===== config.mk =====
export PLATFORM = sky130hd
export DESIGN_NAME = mul_core_flat
export DESIGN_NICKNAME = d
export VERILOG_FILES = /design/src/rtl/mul_if.sv /design/src/rtl/mul_core.sv /design/src/flat_wrapper.sv
export SDC_FILE = /design/constraint.sdc
export NUM_CORES = 1
export LEC_CHECK = 0
export CAP_MARGIN = 10
export CORE_MARGIN = 2
export CORE_UTILIZATION = 56
export DETAILED_ROUTE_END_ITERATION = 10
export PLACE_DENSITY = 0.86
export SYNTH_ARGS = -nofsm -noshare
export SYNTH_HDL_FRONTEND = slang
export SYNTH_SLANG_ARGS = --single-unit

===== constraint.sdc =====
create_clock -name clk -period 3.02 [get_ports clk]
set_input_delay 0.302 -clock clk [delete_from_list [all_inputs] [get_ports clk]]
set_output_delay 0.302 -clock clk [all_outputs]
set_load 0.01 [all_outputs]

===== src/rtl/mul_if.sv =====
// Multiplier bus: the operand handshake (in_valid/in_ready, a, b) and the
// product handshake (out_valid/out_ready, product).
//   master: producer of operands and consumer of products (drives in_valid,
//           a, b, out_ready)
//   slave : the multiplier (drives in_ready, out_valid, product)
interface mul_if #(parameter int WIDTH = 8);
  logic               in_valid;
  logic               in_ready;
  logic [WIDTH-1:0]   a;
  logic [WIDTH-1:0]   b;
  logic               out_valid;
  logic               out_ready;
  logic [2*WIDTH-1:0] product;

  modport master (output in_valid, a, b, out_ready,
                  input  in_ready, out_valid, product);
  modport slave  (input  in_valid, a, b, out_ready,
                  output in_ready, out_valid, product);
endinterface


===== src/rtl/mul_core.sv =====
// Iterative unsigned multiplier, radix-2 shift-add, one multiplier bit per
// clock. Accepts a/b when idle, spends WIDTH cycles in BUSY, then holds the
// product in DONE until the consumer takes it.
//   clk  : sole clock, rising edge
//   rstn : synchronous active-low reset
//   bus  : mul_if slave (operand and product handshakes)
module mul_core #(
  parameter int WIDTH = 8
) (
  input  logic clk,
  input  logic rstn,
  mul_if.slave bus
);
  localparam int CW = $clog2(WIDTH);

  typedef enum logic [1:0] {IDLE, BUSY, DONE} state_t;

  state_t             state, state_nxt;
  logic [2*WIDTH-1:0] mcand, acc, prod, sum;
  logic [WIDTH-1:0]   mplr;
  logic [CW-1:0]      cnt;
  logic               accept, last;

  assign accept = bus.in_valid && (state == IDLE);
  assign last   = (cnt == CW'(WIDTH - 1));
  // Partial-product add for the current multiplier bit.
  assign sum    = acc + (mplr[0] ? mcand : '0);

  always_ff @(posedge clk) begin
    if (!rstn) state <= IDLE;
    else       state <= state_nxt;
  end

  always_comb begin
    state_nxt = state;
    case (state)
      IDLE:    if (accept)        state_nxt = BUSY;
      BUSY:    if (last)          state_nxt = DONE;
      DONE:    if (bus.out_ready) state_nxt = IDLE;
      default:                    state_nxt = IDLE;
    endcase
  end

  always_ff @(posedge clk) begin
    if (!rstn) begin
      mcand <= '0;
      mplr  <= '0;
      acc   <= '0;
      cnt   <= '0;
      prod  <= '0;
    end else begin
      case (state)
        IDLE: if (accept) begin
          mcand <= {{WIDTH{1'b0}}, bus.a};
          mplr  <= bus.b;
          acc   <= '0;
          cnt   <= '0;
        end
        BUSY: begin
          acc   <= sum;
          mcand <= mcand << 1;
          mplr  <= mplr >> 1;
          cnt   <= cnt + CW'(1);
          // Final step: the sum already includes the top multiplier bit.
          if (last) prod <= sum;
        end
        default: ;
      endcase
    end
  end

  assign bus.in_ready  = (state == IDLE);
  assign bus.out_valid = (state == DONE);
  assign bus.product   = prod;
endmodule


===== src/flat_wrapper.sv =====
// flat-port wrapper written by rule: the top's interface ports become plain ports
module mul_core_flat 
#(
  parameter int WIDTH = 8
)
  (clk, rstn, bus_in_valid, bus_a, bus_b, bus_out_ready, bus_in_ready, bus_out_valid, bus_product);
  mul_if #(.WIDTH(WIDTH)) bus_i ();
  input  logic clk;
  input  logic rstn;
  input wire logic [$bits(bus_i.in_valid)-1:0] bus_in_valid;
  input wire logic [$bits(bus_i.a)-1:0] bus_a;
  input wire logic [$bits(bus_i.b)-1:0] bus_b;
  input wire logic [$bits(bus_i.out_ready)-1:0] bus_out_ready;
  output wire logic [$bits(bus_i.in_ready)-1:0] bus_in_ready;
  output wire logic [$bits(bus_i.out_valid)-1:0] bus_out_valid;
  output wire logic [$bits(bus_i.product)-1:0] bus_product;
  assign bus_i.in_valid = bus_in_valid;
  assign bus_i.a = bus_a;
  assign bus_i.b = bus_b;
  assign bus_i.out_ready = bus_out_ready;
  assign bus_in_ready = bus_i.in_ready;
  assign bus_out_valid = bus_i.out_valid;
  assign bus_product = bus_i.product;
  mul_core #(.WIDTH(WIDTH)) u_core (.clk(clk), .rstn(rstn), .bus(bus_i));
endmodule

==> flow_metrics.py <==
metrics = {
    "yosys": {
        "synthDominantCellAreaShare_pct": 37.9,
        "synth_area_um2": 3220,
        "synth_nets": 423,
        "synthCells": 385,
        "netlist.top_cell.by_area": "dfxtp_1",
        "synth_flop_cell": "dfxtp_1",
        "synth-seq-area-share_pct": 37.9,
        "yosysWarnings": 0,
        "synth_edf_count": 0,
        "synth_area_leaders": "dfxtp_1 38%, ha_1 6.6%, nor2_1 5.8%",
        "syn_avg_cell_area_um2": 8.37,
        "synth_cell_types": 46,
        "synthArstFlopShare_pct": 0,
        "ys_ff_latch": 61,
    },
    "sta": {
        "max_freq_mhz": 364,
        "worst_slew_pin_slew_ps": 683,
        "drv_slew": 0,
        "relSlewSlack_pct": 54.3,
        "finalWorstPathRequiredPeriod_ps": 2740,
        "tns_ps": 0,
        "rsz0062_at_grt": "false",
        "hold_ws_ps": 455,
        "hold_viol": 0,
        "clock_skew_ps": 6.74,
        "setup_viol": 0,
        "timing.final.crit_share_pct": 90.9,
    },
    "route": {
        "first_pass_iters": 4,
        "drt_iter0_drc": 223,
        "dr_total_vias": 2922,
        "wl_per_cell_um": 15.1,
        "viasPerCell": 5.89,
        "drcViolationCount": 0,
        "ant_nets": 0,
        "wirelength_mm": 7.51,
    },
    "clocking": {
        "holdBufCountCts": 0,
        "cts_tree": "done",
        "clkLatencyLatePin_ps": 340,
        "cts-buffers-inserted": 9,
        "root_buffer": "clkbuf_8",
        "clkSinkCount": 61,
        "htree_levels": 3,
        "clock_path_buffers": 2,
        "postCtsSetupBuffers": 0,
        "ctsResizeCount": 0,
        "clk_pin_slew_worst_paths_ps": 70,
    },
    "layout": {
        "syn_to_final_growth_pct": 20.0,
        "fin_nets": 457,
        "layout-drive-gt1-share_pct": 9.20,
        "antenna_cells": 0,
        "fin_area_um2": 3870,
    },
    "floorplanning": {
        "dieArea_um2": 6380,
        "die_y_um": 79.9,
        "initial_core_util_pct": 58.2,
        "die-width_um": 79.9,
        "rows": 27,
        "core-area_um2": 5540,
        "io_pins": 38,
    },
    "pwr": {
        "power_leakage_uw": 0.00162,
        "pwr_density_cell_nw_per_um2": 462,
        "vdd_drop_max_v": 0.000271,
    },
    "global_route": {
        "grt_first_pass_wirelength_mm": 12.6,
        "antenna_found_initial": 0,
        "grt_overflow": 0,
        "track_usage_pct": 25.5,
        "grt_max_degree": 23,
        "grt_pass1_vias": 2855,
    },
    "critical_path": {
        "crit_type": "reg -> reg",
        "cp.arrival_ps": 3020,
        "required_ps": 3300,
        "cp-end-kind": "flip-flop",
        "cp_max_fo": 17,
        "start_kind": "flip-flop",
    },
    "placement": {
        "io_buffers": 37,
        "dp_hpwl_mm": 5.36,
        "placed_area_um2": 3660,
        "gp_congestion": 0.904,
    },
    "outcome": {
        "outcome": "finished clean",
    },
    "hold_path": {
        "hold_path.class": "reg -> reg",
    },
    "run": {
        "cap_violations": 0,
    },
}
-- registers in the layout, indices dropped and copies added (netlist names) --
signal,count
u_core.cnt,3
u_core.acc,16
u_core.bus.product,16
u_core.mcand,16
u_core.state,2
u_core.mplr,8
-- stage by stage --
stage               worst slack (ps)  instances  utilization (%)  total power (µW)
floorplan                        534        385                -               968
global placement                 449        480             66.1              1020
detailed placement               361        480             66.1              1030
CTS                              321        496             69.8              1790
global route                     142        496             69.8              1850
finish                           276        496             69.8              1790
-- critical path: stages (launching register included) --
cell and delay [ps]:
dfxtp_1 430, and2_1 210, ha_1 210, fa_1 420
a21o_1 230, a221oi_2 380, a21boi_2 130, o22ai_2 230
mux2_2 380, nand3_1 80
-- per-layer routing --
metal  up-vias  track usage, %  wire length [µm]
li1       1450               -                 -
met1      1380            30.8              3360
met2        74            42.9              3580
met3        18            4.64               378
met4         0            13.7               187
met5         -               0                 0
-- Yosys cell counts (all sizes together), types with 2 or more instances --
cell,n
dfxtp,61
nor2,50
nand2,36
a21oi,35
clkbuf,21
a22oi,17
ha,17
o21ai,16
and2,15
nor2b,13
a21o,10
nand3,10
a211oi,9
o221a,9
xor2,7
mux2i,6
nand2b,4
nor3,4
xnor2,4
a21boi,3
a31oi,3
and3,3
and4,3
or3,3
a211o,2
a32oi,2
buf,2
inv,2
nand4,2
o21bai,2
-- placed cells by master (no fill, tap or decap), types with 12 or more instances in the layout --
cell              n
a21oi_1          35
a22oi_1          17
and2_1           15
clkdlybuf4s50_1  37
dfxtp_1          61
ha_1             17
nand2_1          36
nor2_1           50
nor2b_1          13
o21ai_0          12
-- report_power, final --
group | internal [µW] | switching [µW]
clock | 461 | 315
sequential | 828 | 20.8
combinational | 77.3 | 85.6
-- final cells by class --
type	instances	area, µm²
Fill cell	439	1670
Inverter	3	11.3
Clock buffer	11	131
Sequential cell	61	1220
Tap cell	72	90.1
Multi-Input combinational cell	298	1900
Timing Repair Buffer	46	438
Clock inverter	5	75.1
-- final timing paths --
check | startpoint | to | slack [ps] | cells after the start
worst max-delay path | u_core.mplr[0] | u_core.acc[14] | 280 | 9
worst min-delay path | u_core.bus.product[5] | u_core.bus.product[5] | 450 | 2
worst max register to register | u_core.mplr[0] | u_core.acc[14] | 280 | 9
worst min register to register | u_core.bus.product[5] | u_core.bus.product[5] | 450 | 2
-- logic make-up after synthesis --
family	Yosys count	synth area share [%]
AND/OR/NAND/NOR	147	21.9
AO/OA/AOI/OAI	115	24.7
flip-flops	61	37.9
buffers and inverters	26	3.11
adder cells (fa/ha/maj)	18	7.22
multiplexers	7	2.21
XOR/XNOR	11	2.99
No activity file was read; power rests on OpenSTA's default activity.
